**src/rtl/adc_stream_parser_pkg.sv**
```systemverilog
`default_nettype none
// ============================================================================
// Module   : adc_stream_pkg
// Purpose  : Tag codes, parser state encoding and error-bit positions shared by
//            the ADC capture stream producer and adc_stream_parser.
// Revision : 1.0 - initial release
// ============================================================================
package adc_stream_pkg;

    localparam logic [1:0] TAG_CNT_LO = 2'b00;
    localparam logic [1:0] TAG_CNT_HI = 2'b01;
    localparam logic [1:0] TAG_DATA   = 2'b10;
    localparam logic [1:0] TAG_END    = 2'b11;

    typedef enum logic [1:0] {
        S_IDLE  = 2'd0,
        S_HDR   = 2'd1,
        S_BURST = 2'd2
    } state_t;

    localparam int ERR_ORPHAN = 0;
    localparam int ERR_SEQ    = 1;
    localparam int ERR_NO_END = 2;
    localparam int ERR_SAT    = 3;
    localparam int ERR_WIDTH  = 4;

endpackage
`default_nettype wire

```
**src/rtl/adc_stream_parser_outreg.sv**
```systemverilog
`default_nettype none
// ============================================================================
// Module   : adc_sample_outreg
// Purpose  : Valid/ready output register for one parsed sample (a, b, idx and,
//            with PARSER_SUMABS_EN defined, |a|+|b|).
// Revision : 1.0 - initial release
// ============================================================================
module adc_sample_outreg #(
    parameter int SAMPLE_WIDTH = 15,
    parameter int CNT_WIDTH    = 32
) (
    input  logic                    clk,
    input  logic                    rst,
    input  logic                    load,
    input  logic                    ready,
    input  logic [SAMPLE_WIDTH-1:0] a_in,
    input  logic [SAMPLE_WIDTH-1:0] b_in,
    input  logic [CNT_WIDTH-1:0]    idx_in,
`ifdef PARSER_SUMABS_EN
    input  logic [SAMPLE_WIDTH:0]   sumabs_in,
    output logic [SAMPLE_WIDTH:0]   sumabs,
`endif
    output logic                    valid,
    output logic [SAMPLE_WIDTH-1:0] a,
    output logic [SAMPLE_WIDTH-1:0] b,
    output logic [CNT_WIDTH-1:0]    idx
);

    // The parent only asserts load when the register is empty or draining,
    // so a load never overwrites an unconsumed sample.
    always_ff @(posedge clk) begin
        if (rst) begin
            valid  <= 1'b0;
            a      <= '0;
            b      <= '0;
            idx    <= '0;
`ifdef PARSER_SUMABS_EN
            sumabs <= '0;
`endif
        end else if (load) begin
            valid  <= 1'b1;
            a      <= a_in;
            b      <= b_in;
            idx    <= idx_in;
`ifdef PARSER_SUMABS_EN
            sumabs <= sumabs_in;
`endif
        end else if (ready) begin
            valid  <= 1'b0;
        end
    end

endmodule
`default_nettype wire

```
**src/rtl/adc_stream_parser.sv**
```systemverilog
`default_nettype none
// ============================================================================
// Module   : adc_stream_parser
// Purpose  : Rebuilds ADC bursts from 32-bit tagged AXI-Stream words; emits
//            samples, burst strobes/timestamp/length and sticky errors.
//            Optional feature macro: PARSER_SUMABS_EN (|a|+|b| and burst peak).
// Revision : 1.0 - initial release
// ============================================================================
module adc_stream_parser
    import adc_stream_pkg::*;
#(
    parameter int SAMPLE_WIDTH = 15,
    parameter int CNT_WIDTH    = 32
) (
    input  logic                           aclk,
    input  logic                           areset,
    input  logic                           s_axis_tvalid,
    output logic                           s_axis_tready,
    input  logic [31:0]                    s_axis_tdata,
    output logic                           m_sample_valid,
    input  logic                           m_sample_ready,
    output logic signed [SAMPLE_WIDTH-1:0] m_sample_a,
    output logic signed [SAMPLE_WIDTH-1:0] m_sample_b,
    output logic [CNT_WIDTH-1:0]           m_sample_idx,
`ifdef PARSER_SUMABS_EN
    output logic [SAMPLE_WIDTH:0]          m_sample_sumabs,
    output logic [SAMPLE_WIDTH:0]          burst_peak,
`endif
    input  logic                           accept_headerless,
    input  logic                           clear_errors,
    output logic                           burst_start,
    output logic                           burst_done,
    output logic [59:0]                    burst_ts,
    output logic                           ts_valid,
    output logic [CNT_WIDTH-1:0]           burst_len,
    output logic [CNT_WIDTH-1:0]           total_samples,
    output logic [ERR_WIDTH-1:0]           err_flags
);

    state_t                  r_state;
    logic [29:0]             r_ts_lo;
    logic [CNT_WIDTH-1:0]    r_idx;

    logic                    w_xfer;
    logic                    w_emit;
    logic [1:0]              w_tag;
    logic [29:0]             w_payload;
    logic [SAMPLE_WIDTH-1:0] w_a;
    logic [SAMPLE_WIDTH-1:0] w_b;
    logic [CNT_WIDTH-1:0]    w_emit_idx;
    logic [CNT_WIDTH-1:0]    w_idx_next;
    logic [CNT_WIDTH-1:0]    w_total_next;
    logic [ERR_WIDTH-1:0]    w_err_set;

    assign s_axis_tready = !m_sample_valid || m_sample_ready;
    assign w_xfer        = s_axis_tvalid && s_axis_tready;
    assign w_tag         = s_axis_tdata[31:30];
    assign w_payload     = s_axis_tdata[29:0];
    assign w_a           = w_payload[2*SAMPLE_WIDTH-1:SAMPLE_WIDTH];
    assign w_b           = w_payload[SAMPLE_WIDTH-1:0];

    // A headerless burst opens on its first sample, which is index 0.
    assign w_emit_idx   = (r_state == S_IDLE) ? '0 : r_idx;
    assign w_idx_next   = (w_emit_idx == '1) ? w_emit_idx : w_emit_idx + CNT_WIDTH'(1);
    assign w_total_next = (total_samples == '1) ? total_samples : total_samples + CNT_WIDTH'(1);

    always_comb begin
        w_emit    = 1'b0;
        w_err_set = '0;
        if (w_xfer) begin
            case (r_state)
                S_IDLE: begin
                    if (w_tag == TAG_DATA) begin
                        if (accept_headerless) w_emit = 1'b1;
                        else                   w_err_set[ERR_ORPHAN] = 1'b1;
                    end else if (w_tag != TAG_CNT_LO) begin
                        w_err_set[ERR_SEQ] = 1'b1;
                    end
                end
                S_HDR: begin
                    if (w_tag != TAG_CNT_HI) w_err_set[ERR_SEQ] = 1'b1;
                end
                S_BURST: begin
                    case (w_tag)
                        TAG_DATA:   w_emit = 1'b1;
                        TAG_CNT_LO: w_err_set[ERR_NO_END] = 1'b1;
                        TAG_CNT_HI: w_err_set[ERR_SEQ] = 1'b1;
                        default:    ;
                    endcase
                end
                default: ;
            endcase
        end
        if (w_emit && (w_idx_next == '1 || w_total_next == '1))
            w_err_set[ERR_SAT] = 1'b1;
    end

    always_ff @(posedge aclk) begin
        if (areset) begin
            r_state       <= S_IDLE;
            r_ts_lo       <= '0;
            r_idx         <= '0;
            burst_start   <= 1'b0;
            burst_done    <= 1'b0;
            burst_ts      <= '0;
            ts_valid      <= 1'b0;
            burst_len     <= '0;
            total_samples <= '0;
            err_flags     <= '0;
        end else begin
            burst_start <= 1'b0;
            burst_done  <= 1'b0;
            // A bit raised this cycle survives a simultaneous clear.
            err_flags   <= (clear_errors ? '0 : err_flags) | w_err_set;
            if (w_emit) begin
                r_idx         <= w_idx_next;
                total_samples <= w_total_next;
            end
            if (w_xfer) begin
                case (r_state)
                    S_IDLE: begin
                        if (w_tag == TAG_CNT_LO) begin
                            r_ts_lo <= w_payload;
                            r_state <= S_HDR;
                        end else if (w_tag == TAG_DATA && accept_headerless) begin
                            burst_start <= 1'b1;
                            ts_valid    <= 1'b0;
                            burst_ts    <= '0;
                            r_state     <= S_BURST;
                        end
                    end
                    S_HDR: begin
                        case (w_tag)
                            TAG_CNT_HI: begin
                                burst_ts    <= {w_payload, r_ts_lo};
                                ts_valid    <= 1'b1;
                                burst_start <= 1'b1;
                                r_idx       <= '0;
                                r_state     <= S_BURST;
                            end
                            TAG_CNT_LO: r_ts_lo <= w_payload;
                            default:    r_state <= S_IDLE;
                        endcase
                    end
                    S_BURST: begin
                        if (w_tag != TAG_DATA) begin
                            burst_len  <= r_idx;
                            burst_done <= 1'b1;
                            r_state    <= S_IDLE;
                        end
                        // A new header inside a burst closes it and starts the next one.
                        if (w_tag == TAG_CNT_LO) begin
                            r_ts_lo <= w_payload;
                            r_state <= S_HDR;
                        end
                    end
                    default: r_state <= S_IDLE;
                endcase
            end
        end
    end

`ifdef PARSER_SUMABS_EN
    localparam logic [SAMPLE_WIDTH-1:0] MOST_NEG = {1'b1, {(SAMPLE_WIDTH-1){1'b0}}};

    function automatic logic [SAMPLE_WIDTH-1:0] abs_clamp(input logic [SAMPLE_WIDTH-1:0] v);
        if (!v[SAMPLE_WIDTH-1]) return v;
        else if (v == MOST_NEG) return ~MOST_NEG;
        else                    return -v;
    endfunction

    logic [SAMPLE_WIDTH:0] w_sumabs;
    assign w_sumabs = {1'b0, abs_clamp(w_a)} + {1'b0, abs_clamp(w_b)};

    always_ff @(posedge aclk) begin
        if (areset) begin
            burst_peak <= '0;
        end else if (w_xfer && r_state == S_HDR && w_tag == TAG_CNT_HI) begin
            burst_peak <= '0;
        end else if (w_emit && (r_state == S_IDLE || w_sumabs > burst_peak)) begin
            burst_peak <= w_sumabs;
        end
    end
`endif

    adc_sample_outreg #(
        .SAMPLE_WIDTH (SAMPLE_WIDTH),
        .CNT_WIDTH    (CNT_WIDTH)
    ) u_outreg (
        .clk       (aclk),
        .rst       (areset),
        .load      (w_emit),
        .ready     (m_sample_ready),
        .a_in      (w_a),
        .b_in      (w_b),
        .idx_in    (w_emit_idx),
`ifdef PARSER_SUMABS_EN
        .sumabs_in (w_sumabs),
        .sumabs    (m_sample_sumabs),
`endif
        .valid     (m_sample_valid),
        .a         (m_sample_a),
        .b         (m_sample_b),
        .idx       (m_sample_idx)
    );

endmodule
`default_nettype wire

```
**config.mk**
```make
export PLATFORM = sky130hd
export DESIGN_NAME = adc_stream_parser
export DESIGN_NICKNAME = d
export VERILOG_FILES = /design/src/rtl/adc_stream_parser_pkg.sv /design/src/rtl/adc_stream_parser_outreg.sv /design/src/rtl/adc_stream_parser.sv
export SDC_FILE = /design/constraint.sdc
export NUM_CORES = 1
export LEC_CHECK = 0
export ABC_AREA = 1
export ABC_CLOCK_PERIOD_IN_PS = 3160
export BUFFER_PORTS_ARGS = -buffer_cell sky130_fd_sc_hd__buf_2
export CORE_MARGIN = 10
export CORE_UTILIZATION = 48
export DETAILED_ROUTE_END_ITERATION = 16
export GPL_TIMING_DRIVEN = 0
export HOLD_SLACK_MARGIN = 0.12
export PLACE_DENSITY = 0.71
export SETUP_SLACK_MARGIN = 0.3
export SLEW_MARGIN = 20
export SYNTH_ARGS = -nofsm -noshare
export SYNTH_HDL_FRONTEND = slang
export SYNTH_HIERARCHICAL = 1
export SYNTH_SLANG_ARGS = --single-unit
```
**constraint.sdc**
```tcl
create_clock -name aclk -period 3.16 [get_ports aclk]
set_clock_uncertainty 0.2 [all_clocks]
set_input_delay 0.158 -clock aclk [delete_from_list [all_inputs] [get_ports aclk]]
set_output_delay 0.158 -clock aclk [all_outputs]
set_load 0.05 [all_outputs]
```
After elaboration in Yosys (flattened, before gate mapping) --
Cells that the tools add are included.
Word-level totals: register bits 258, input port bits 38, output and inout bits 195, logic and storage cells 98
Cells by class: add/subtract/negate cells 2, equal/unequal tests 16, mux-type cells 45, bitwise gates (word level) 3, reductions and logical operators 18
Operators by type and width (number):
- two-way mux 32 bit | 7
- two-way mux 60 bit | 3
- equality test 32 bit (second input constant) | 4
- one-hot mux 60 bit (2 select lines) | 1
- adder 32 x 1 -> 32 bit (second input constant) | 2
- two-way mux 1 bit | 22
- two-way mux 2 bit | 4
- inequality test 2 bit (second input constant) | 4
- one-hot mux 1 bit (2 select lines) | 3
- one-hot mux 2 bit (3 select lines) | 1
- AND reduction 3 bit | 2
- nonzero test 2 bit | 3
- OR reduction 3 bit | 2
- AND reduction 5 bit | 1
- equality test 2 x 1 -> 1 bit (second input constant) | 2
- equality test 2 bit (second input constant) | 2
- zero test 2 bit | 2
- two-way mux 4 bit | 1
- inequality test 2 x 1 -> 1 bit (second input constant) | 2
- OR 4 bit | 1
- one-hot mux 2 bit (2 select lines) | 1
- AND reduction 4 bit | 1
- logical AND 1 bit | 3
- two-way mux 3 bit | 1
- other kinds (7) | 9

Depth between registers and ports, before layout --
Gate-level depths: netlist of the first run.
depth in word-level cells 9, depth in mapped cells 22, mapped depth without buffers 21

Modules after synthesis --
Netlist of the first run, hierarchy kept.
Modules (own cells, without submodules):
- adc_stream_parser | instances 1, cells an instance 1494, area each 9851.9 µm², sequential area each 3903.7 µm²
- adc_sample_outreg | instances 1, cells an instance 273, area each 2449.8 µm², sequential area each 1261.2 µm²

Least setup slack after synthesis of the first run --
OpenSTA, ideal clock, no wires.
path type register to register, start register r_state[1], end register err_flags[3], setup time 0.067 ns, arrival 2.588 ns, required time 2.893 ns, slack 0.305 ns, cell stages (with the launch flop) 22, buffers on the path 4, clock period less this slack 2.855 ns, path through dfxtp_1 nor2_2 buf_12 buf_12 buf_6 nor2_1 ha_1 nand2_1 nor2_4 nand2_1 nor2_4 nand2_4 buf_4 nand2_1 nand2_1 nor2_1 nand2_1 nor2_1 nand2_1 nand2_1 nand2_1 a21oi_2
Between the ends: word-level cells in the longest chain between the ends 9, elaborated cells on any way between the ends 13, those cells by class 1 x add/sub; 3 x eq/ne; 5 x mux; 1 x bitwise; 3 x reduce/logical
RTL lines:
- from (decl) | line adc_stream_parser.sv:40 | state_t r_state;
- from (signal assigned) | line adc_stream_parser.sv:100 | r_state <= S_IDLE;
- from (signal assigned) | line adc_stream_parser.sv:124 | r_state <= S_HDR;
- from (signal assigned) | line adc_stream_parser.sv:129 | r_state <= S_BURST;
- zero test 2 bit | line adc_stream_parser.sv:63, adc_stream_parser.sv:71
- two-way mux 32 bit | line adc_stream_parser.sv:63 | assign w_emit_idx = (r_state == S_IDLE) ? '0 : r_idx;
- adder 32 x 1 -> 32 bit or equality test 32 bit (tied branches) | line adc_stream_parser.sv:64 | assign w_idx_next = (w_emit_idx == '1) ? w_emit_idx : w_emit_idx + CNT_WIDTH'(1);
- two-way mux 32 bit | line adc_stream_parser.sv:64
- equality test 32 bit | line adc_stream_parser.sv:94 | if (w_emit && (w_idx_next == '1 || w_total_next == '1))
- logical OR 1 bit | line adc_stream_parser.sv:94
- logical AND 1 bit (*) | line adc_stream_parser.sv:94
- two-way mux 1 bit (*) | line adc_stream_parser.sv:94
- OR 4 bit (*) | line adc_stream_parser.sv:114 | err_flags <= (clear_errors ? '0 : err_flags) | w_err_set;
- to (signal assigned) | line adc_stream_parser.sv:114
- to (decl) | line adc_stream_parser.sv:37 | output logic [ERR_WIDTH-1:0] err_flags
Every way passes the cells marked *; elsewhere a longest branch is shown, timed or not. A chain may end at the register's enable or synchronous reset.

Worst setup path after layout of the first run --
Ends and elaborated chain as after synthesis.

==> metrics.txt, run 1 <==
status completed; power density over the cells 482 nW/µm²; CP dominant cell by count nor2_4; layout cell share with drive strength beyond 1 0.241; HPWL Detailed 33.7 mm; Synth Register Bits 258; first-pass GRT wire length 68.2 mm; GRT overflow 0; via count 12,787; area leader, netlist dfxtp_1; # IOs 233; Power Total 7.63 mW; Hold Slack 229 ps; Max Cap Viol 0; H-tree levels 1; Worst setup SP type flip-flop; Worst Hold Class in2reg; VDD IR-drop max 410 µV; row cnt 58; area of the mapped netlist 12,300 µm²; port bufs 232; Seq/Total Area, Yosys 0.420; final hold vios 0; Core Region 25,200 µm²; GRT Util Overall 0.257; Fin Setup TNS 0 ps; pin count of the biggest net entering global routing 14; Initial Util 0.489; top cells by area, synth dfxtp_1, nand2_1, nor2_1; final period utilization 0.951; CTS tree done; Vias per Instance 5.22; DR WL/cell 18.0 µm; CP max FO 6; nets 2,139; P&R area growth vs syn 28.5%; unrepaired setup endpoints after global routing true; 1st-iter DRT viols 1,173; Syn Area/Cell 6.96 µm²; final core occ 0.628; Static Leak 7.54 nW; Die Span Y 180 µm; Pre-antenna DRT Iters 5; crit path DAT 3280 ps; CTS max path bufs 3; most common cell after layout, fill and taps aside nand2_1; clk_lat worst skew 550 ps; clk sinks 258; CP max-delay cell dfxtp_4; die area 32,400 µm²; Yosys cell types 35; top-area cell type share of the netlist area 0.420; Die W 180 µm; Reg clk slew, reported paths 60 ps; Placer Congestion 0.966; Pins Over Slew Limit 0; DRT antenna net count 0; CP peak stage delay 370 ps; synth warn 6; Rel. slew slack 0.522; WP data required 3430 ps; number of global-route vias before repair 12,276; final setup fails 0; initial antenna violation count 1; Final Critical Period 3010 ps; post-route insts no fill 2,451; number of buffer and inverter stages on the critical path 4; DRC Markers 0; Syn Inst Count 1,767; worst slew pin tran 716 ps; Inserted Clock Buffers 28; cells along the critical path nor2_4, buf_12, buf_16, buf_12, nor2_4, ha_4, nand2_4, nor2_4, nand2_4, nor2_4, nand2_8, buf_8, nand2_4, nand2_2, nor2_2, nand2_1, nor2_2, nand2_1, nand2_1, nand2_2, a21oi_2; drt total wl 44.2 mm; net count after synthesis 1,807; placed cell count 2,329; f_max 333 MHz; cell family with most CP delay simple AND/OR/NAND/NOR gates; most frequent cells in the layout nand2_1, dfxtp_1, nor2_1, buf_2, inv_1; Crit. End Element flip-flop; CP Class reg2reg; clock root cell clkbuf_16
[through the flow]
| step | area, µm² | worst slack, ps |
|---|---|---|
| 3_3_place_gp | 13900 | -610 |
| 3_5_place_dp | 13900 | -604 |
| 6_report | 15800 | 153 |
| 2_1_floorplan | 12300 | 305 |
| 4_1_cts | 15600 | 222 |
| 5_1_grt | 15800 | 50.4 |
[sequential cells by signal, summed over array words and instances, names as in the netlist]
signal / count
total_samples: 32
burst_start: 1
err_flags: 4
r_ts_lo: 30
u_outreg/valid: 1
u_outreg/a: 15
r_state: 2
burst_ts: 60
u_outreg/b: 15
u_outreg/idx: 32
burst_done: 1
r_idx: 32
ts_valid: 1
burst_len: 32
[kinds of logic (layout without fill, tap and decap cells)]
kind of cell / Yosys count / count (layout) / synth area share
AO/OA/AOI/OAI: 356 / 356 / 0.149
XOR/XNOR: 34 / 34 / 0.0242
adder cells (fa/ha/maj): 2 / 2 / 0.00203
other: 0 / 1 / 0
buffers and inverters: 276 / 629 / 0.104
AND/OR/NAND/NOR: 841 / 841 / 0.301
flip-flops: 258 / 258 / 0.420
[what timing repair did]
action / CTS / global route
cloned: 2 / 0
endpoints found under the setup margin: 55 / 38
pin swaps: 14 / 25
setup buffers: 18 / 11
endpoints found under the hold margin: 122 / 0
resized for setup: 54 / 40
hold buffers: 39 / 0
[final timing paths]
path                                  to                      from  slack, ps  depth (start not counted)
max              err_flags[3]$_SDFF_PP0_   r_state[1]$_SDFFE_PP0P_        150                         21
min reg2reg    burst_ts[26]$_SDFFE_PP0P_  r_ts_lo[26]$_SDFFE_PP0P_        260                          2
max reg2reg      err_flags[3]$_SDFF_PP0_   r_state[1]$_SDFFE_PP0P_        150                         21
min          u_outreg/b[11]$_SDFFE_PP0P_          s_axis_tdata[11]        230                          4
[worst register-to-register path, cell delays in order, from the launching register on]
cell and delay (ps):
dfxtp_4 370, nor2_4 50, buf_12 130, buf_16 130, buf_12 120, nor2_4 110
ha_4 160, nand2_4 50, nor2_4 170, nand2_4 90, nor2_4 220, nand2_8 120
buf_8 160, nand2_4 70, nand2_2 60, nor2_2 100, nand2_1 90, nor2_2 180
nand2_1 90, nand2_1 80, nand2_2 60, a21oi_2 120
[synthesized netlist by cell type, drive strengths merged]
cell,number
o221ai,1
inv,186
xor2,30
nand4,11
buf,36
o21ai,193
clkinv,2
clkbuf,52
nor3,22
a21oi,148
nand3,46
a22oi,2
o211ai,9
nand2,407
ha,2
o22ai,1
nor2,355
dfxtp,258
o31ai,2
xnor2,4
[cell type report]
cell class              count  area (µm²)
plain buffers              88         612
multi-input cells        1233        6080
inverters                 188         721
fillers                  2386        9370
flip-flops and latches    258        5170
repair buffers            302        1860
well taps                 330         413
clock buffers              42         845
clock inverters             9         103
diodes                      1        2.50
[routing by layer]
layer	wire, µm	vias to the layer above	global-route usage
met5	0	-	0
met3	3750	63	0.0548
met2	20000	509	0.416
met1	19500	5967	0.340
met4	937	0	0.0666
li1	-	6248	-
[report_power, final]
group / switching [mW] / internal [mW]
clock network: 1.33 / 2.00
logic: 0.622 / 0.244
registers: 0.0756 / 3.35
total: 2.03 / 5.60
(Power assumes the default switching activity.)
==> run 2, diff against run 1 <==
--- a/config.mk
+++ b/config.mk
@@ -5,7 +5,6 @@
 export SDC_FILE = /design/constraint.sdc
 export NUM_CORES = 1
 export LEC_CHECK = 0
-export ABC_AREA = 1
 export ABC_CLOCK_PERIOD_IN_PS = 3160
 export BUFFER_PORTS_ARGS = -buffer_cell sky130_fd_sc_hd__buf_2
 export CORE_MARGIN = 10
==> metrics.txt, run 2 <==
status finished, violations left (was completed); violated checks setup timing; CP max FO 6 (unchanged); Reg-to-Reg End err_flags[3]$_SDFF_PP0_ (unchanged); CP peak stage delay 560 ps (was 370 ps); max FFs per register 60 (unchanged); CTS max path bufs 3 (unchanged); nets 1,721 (was 2,139); Core Region 22,800 µm² (was 25,200 µm²); Static Leak 5.83 nW (was 7.54 nW); Die W 173 µm (was 180 µm); cells along the critical path buf_6, or2_4, clkbuf_16, and2_4, ha_4, buf_8, o2111a_2, nand3_4, nor4_4, buf_6, nor3b_4, xor2_1, or4bb_4, o31ai_4 (was nor2_4, buf_12, buf_16, buf_12, nor2_4, ha_4, nand2_4, nor2_4, nand2_4, nor2_4, nand2_8, buf_8, nand2_4, nand2_2, nor2_2, nand2_1, nor2_2, nand2_1, nand2_1, nand2_2, a21oi_2); number of global-route vias before repair 11,009 (was 12,276); worst slack, placed -872 ps (was -604 ps); worst r2r src r_state[0]$_SDFFE_PP0P_ (was r_state[1]$_SDFFE_PP0P_); via count 11,193 (was 12,787); r2r worst-path depth 14 (was 21); worst slew pin tran 932 ps (was 716 ps); first-pass GRT wire length 63.1 mm (was 68.2 mm); Seq/Total Area, Yosys 0.460 (was 0.420); row cnt 55 (was 58); Multi-input gate area 5890 µm² (was 6080 µm²); WL met3 3.60 mm (was 3.75 mm); Reg area 5170 µm² (about the same); HPWL Detailed 29.3 mm (was 33.7 mm); cell family with most CP delay simple AND/OR/NAND/NOR gates (unchanged); Worst setup SP type flip-flop (unchanged); final setup fails 1 (was 0); Inserted Clock Buffers 27 (was 28); CTS tree done (unchanged); Yosys cell types 63 (was 35); Worst Hold Class in2reg (unchanged); H-tree levels 1 (unchanged); # IOs 233 (unchanged); Initial Util 0.492 (was 0.489); number of buffer and inverter stages on the critical path 4 (unchanged); Rel. slew slack 0.363 (was 0.522); VDD IR-drop max 444 µV (was 410 µV); Primary FF master, synth dfxtp_1 (unchanged); Crit. Startpoint r_state[0]$_SDFFE_PP0P_ (was r_state[1]$_SDFFE_PP0P_); Hold Path Sink r_ts_lo[3]$_SDFFE_PP0P_ (was u_outreg/b[11]$_SDFFE_PP0P_); DRC Markers 0 (unchanged); Syn Inst Count 1,353 (was 1,767); top post-synthesis cells by count dfxtp_1, nor2_1, nand2_1, a21oi_1, clkbuf_1 (was nand2_1, nor2_1, dfxtp_1, inv_1, o21ai_0); Final Critical Period 3340 ps (was 3010 ps); Reg clk slew, reported paths 70 ps (was 60 ps); DRT antenna net count 0 (unchanged); area of the mapped netlist 11,200 µm² (was 12,300 µm²); DRT met1 WL 17.1 mm (was 19.5 mm); Post-synth EDFFs 0 (unchanged); Die Span Y 173 µm (was 180 µm); final core occ 0.649 (was 0.628); final period utilization 1.06 (was 0.951); Placer Congestion 0.962 (was 0.966); Max Cap Viol 0 (unchanged); P&R area growth vs syn 32.1% (was 28.5%); area leader, netlist dfxtp_1 (unchanged); FF-to-FF setup slack -180 ps (was 150 ps); final hold vios 0 (unchanged); Vias per Instance 5.56 (was 5.22); top cells by area, synth dfxtp_1, nor2_1, nand2_1 (was dfxtp_1, nand2_1, nor2_1); CP max-delay cell or4bb_4 (was dfxtp_4); Syn Area/Cell 8.30 µm² (was 6.96 µm²); DR WL/cell 20.4 µm (was 18.0 µm); Crit. End Element flip-flop (unchanged); net count after synthesis 1,393 (was 1,807); DR top layer met4 (unchanged); Hold Path Origin s_axis_tdata[3] (was s_axis_tdata[11]); Pins Over Slew Limit 0 (unchanged); most frequent cells in the layout dfxtp_1, buf_2, nor2_1, nand2_1, a21oi_1 (was nand2_1, dfxtp_1, nor2_1, buf_2, inv_1); asr flop ratio synth 0 (unchanged); synth warn 6 (unchanged); 1st-iter DRT viols 933 (was 1,173); die area 29,900 µm² (was 32,400 µm²); port bufs 232 (unchanged); Fillers 2,035 (was 2,386); met2 WL post-DR 19.1 mm (was 20.0 mm); clk sinks 258 (unchanged); top-area cell type share of the netlist area 0.460 (was 0.420); WHS Path Cells 4 (unchanged); top-count cell post-synth dfxtp_1 (was nand2_1); Most flops, register burst_ts (unchanged); CP dominant cell by count buf_6 (was nor2_4); clock root cell clkbuf_16 (unchanged); GRT overflow 0 (unchanged); unrepaired setup endpoints after global routing true (unchanged); Pre-antenna DRT Iters 5 (unchanged); initial antenna violation count 2 (was 1); WP data required 3380 ps (was 3430 ps); pin count of the biggest net entering global routing 16 (was 14); most common cell after layout, fill and taps aside dfxtp_1 (was nand2_1); drt total wl 41.0 mm (was 44.2 mm); CP Class reg2reg (unchanged); clk_lat worst skew 540 ps (was 550 ps); final worst setup slack -179 ps (was 153 ps); Synth Register Bits 258 (unchanged); crit path DAT 3560 ps (was 3280 ps); power density over the cells 474 nW/µm² (was 482 nW/µm²); f_max 299 MHz (was 333 MHz); layout cell share with drive strength beyond 1 0.246 (was 0.241); GRT Util Overall 0.257 (about the same)
==> run 2: cell count changes in the layout (fill, tap and decap cells not counted), sizes merged, moves of 13 or more <==
cell,previous run,this run
a21oi,148,98
a22oi,2,74
and2,0,29
clkbuf,93,109
inv,186,16
mux2i,0,63
nand2,407,202
nand3,46,26
nand4,11,24
nor2,355,218
nor4,0,15
o21ai,193,54
xnor2,4,27
==> run 2: kinds of logic (layout without fill, tap and decap cells) <==
| group | after synthesis | in the layout | synth area share |
|---|---|---|---|
| flip-flops | 258 | 258 | 0.460 |
| AO/OA/AOI/OAI | 265 | 265 | 0.149 |
| multiplexers | 63 | 63 | 0.0561 |
| buffers and inverters | 119 | 463 | 0.0529 |
| XOR/XNOR | 50 | 50 | 0.0390 |
| adder cells (fa/ha/maj) | 2 | 2 | 0.00223 |
| AND/OR/NAND/NOR | 596 | 596 | 0.241 |
| other | 0 | 2 | 0 |
==> run 2: what timing repair did <==
item                                    in CTS  in global routing
gates resized for setup                     57                 60
endpoints found under the setup margin      96                 37
hold buffers                                38                  0
hold endpoints to repair                    99                  0
pin swaps                                   23                 28
setup buffers                               19                 10
==> run 2: power by group <==
part	leakage, nW	total, mW	internal, mW	switching (mW)
registers	2.08	3.30	3.28	0.0205
logic	3.31	0.417	0.134	0.283
clock network	0.441	3.31	1.98	1.33
total	5.83	7.03	5.40	1.64
==> run 2: layout make-up <==
| class | count | area share |
|---|---|---|
| buffer | 103 | 0.0404 |
| sequential | 258 | 0.348 |
| timing repair buffer | 299 | 0.122 |
| multi-input combinational | 976 | 0.397 |
| clock buffer | 33 | 0.0498 |
| clock inverter | 12 | 0.0121 |
| tap | 313 | 0.0264 |
| antenna | 2 | 0.000337 |
| inverter | 16 | 0.00422 |
==> run 2: worst register-to-register path: cells and delay by family, from the launching register on <==
kind / cells / cell delay (ps)
xor gates and xnor gates: 1 / 210
DFF: 1 / 310
AOI/OAI and AO/OA: 2 / 430
buffers and inverters: 4 / 540
adders and majority gates: 1 / 150
and+or+nand+nor: 6 / 1410
==> run 2: metal layers <==
metal,track usage,vias up
met5,0,-
met4,0.0848,0
met3,0.0717,74
met2,0.415,444
met1,0.324,5346
li1,-,5329
==> run 2: how the worst max path moves through the flow <==
stage	endpoint	slack, ps	depth (start not counted)
final	err_flags[3]$_SDFF_PP0_	-180	14
after global routing	err_flags[3]$_SDFF_PP0_	-270	16
after CTS	err_flags[3]$_SDFF_PP0_	-140	15
after detailed placement	err_flags[3]$_SDFF_PP0_	-870	15
after global placement	err_flags[3]$_SDFF_PP0_	-930	15
after floorplan	err_flags[3]$_SDFF_PP0_	90	16
==> run 2: metrics by stage <==
step / TNS (ps) / hold slack, ps / instance area [µm²] / cells / power, mW
3_3_place_gp: -1970 / 224 / 12800 / 1898 / 3.73
2_1_floorplan: 0 / 94.0 / 11300 / 1353 / 3.59
5_1_grt: -365 / 247 / 14800 / 2012 / 7.24
4_1_cts: -142 / 222 / 14500 / 2000 / 7.06
6_report: -179 / 238 / 14800 / 2012 / 7.03
3_5_place_dp: -2250 / 229 / 12800 / 1898 / 3.73
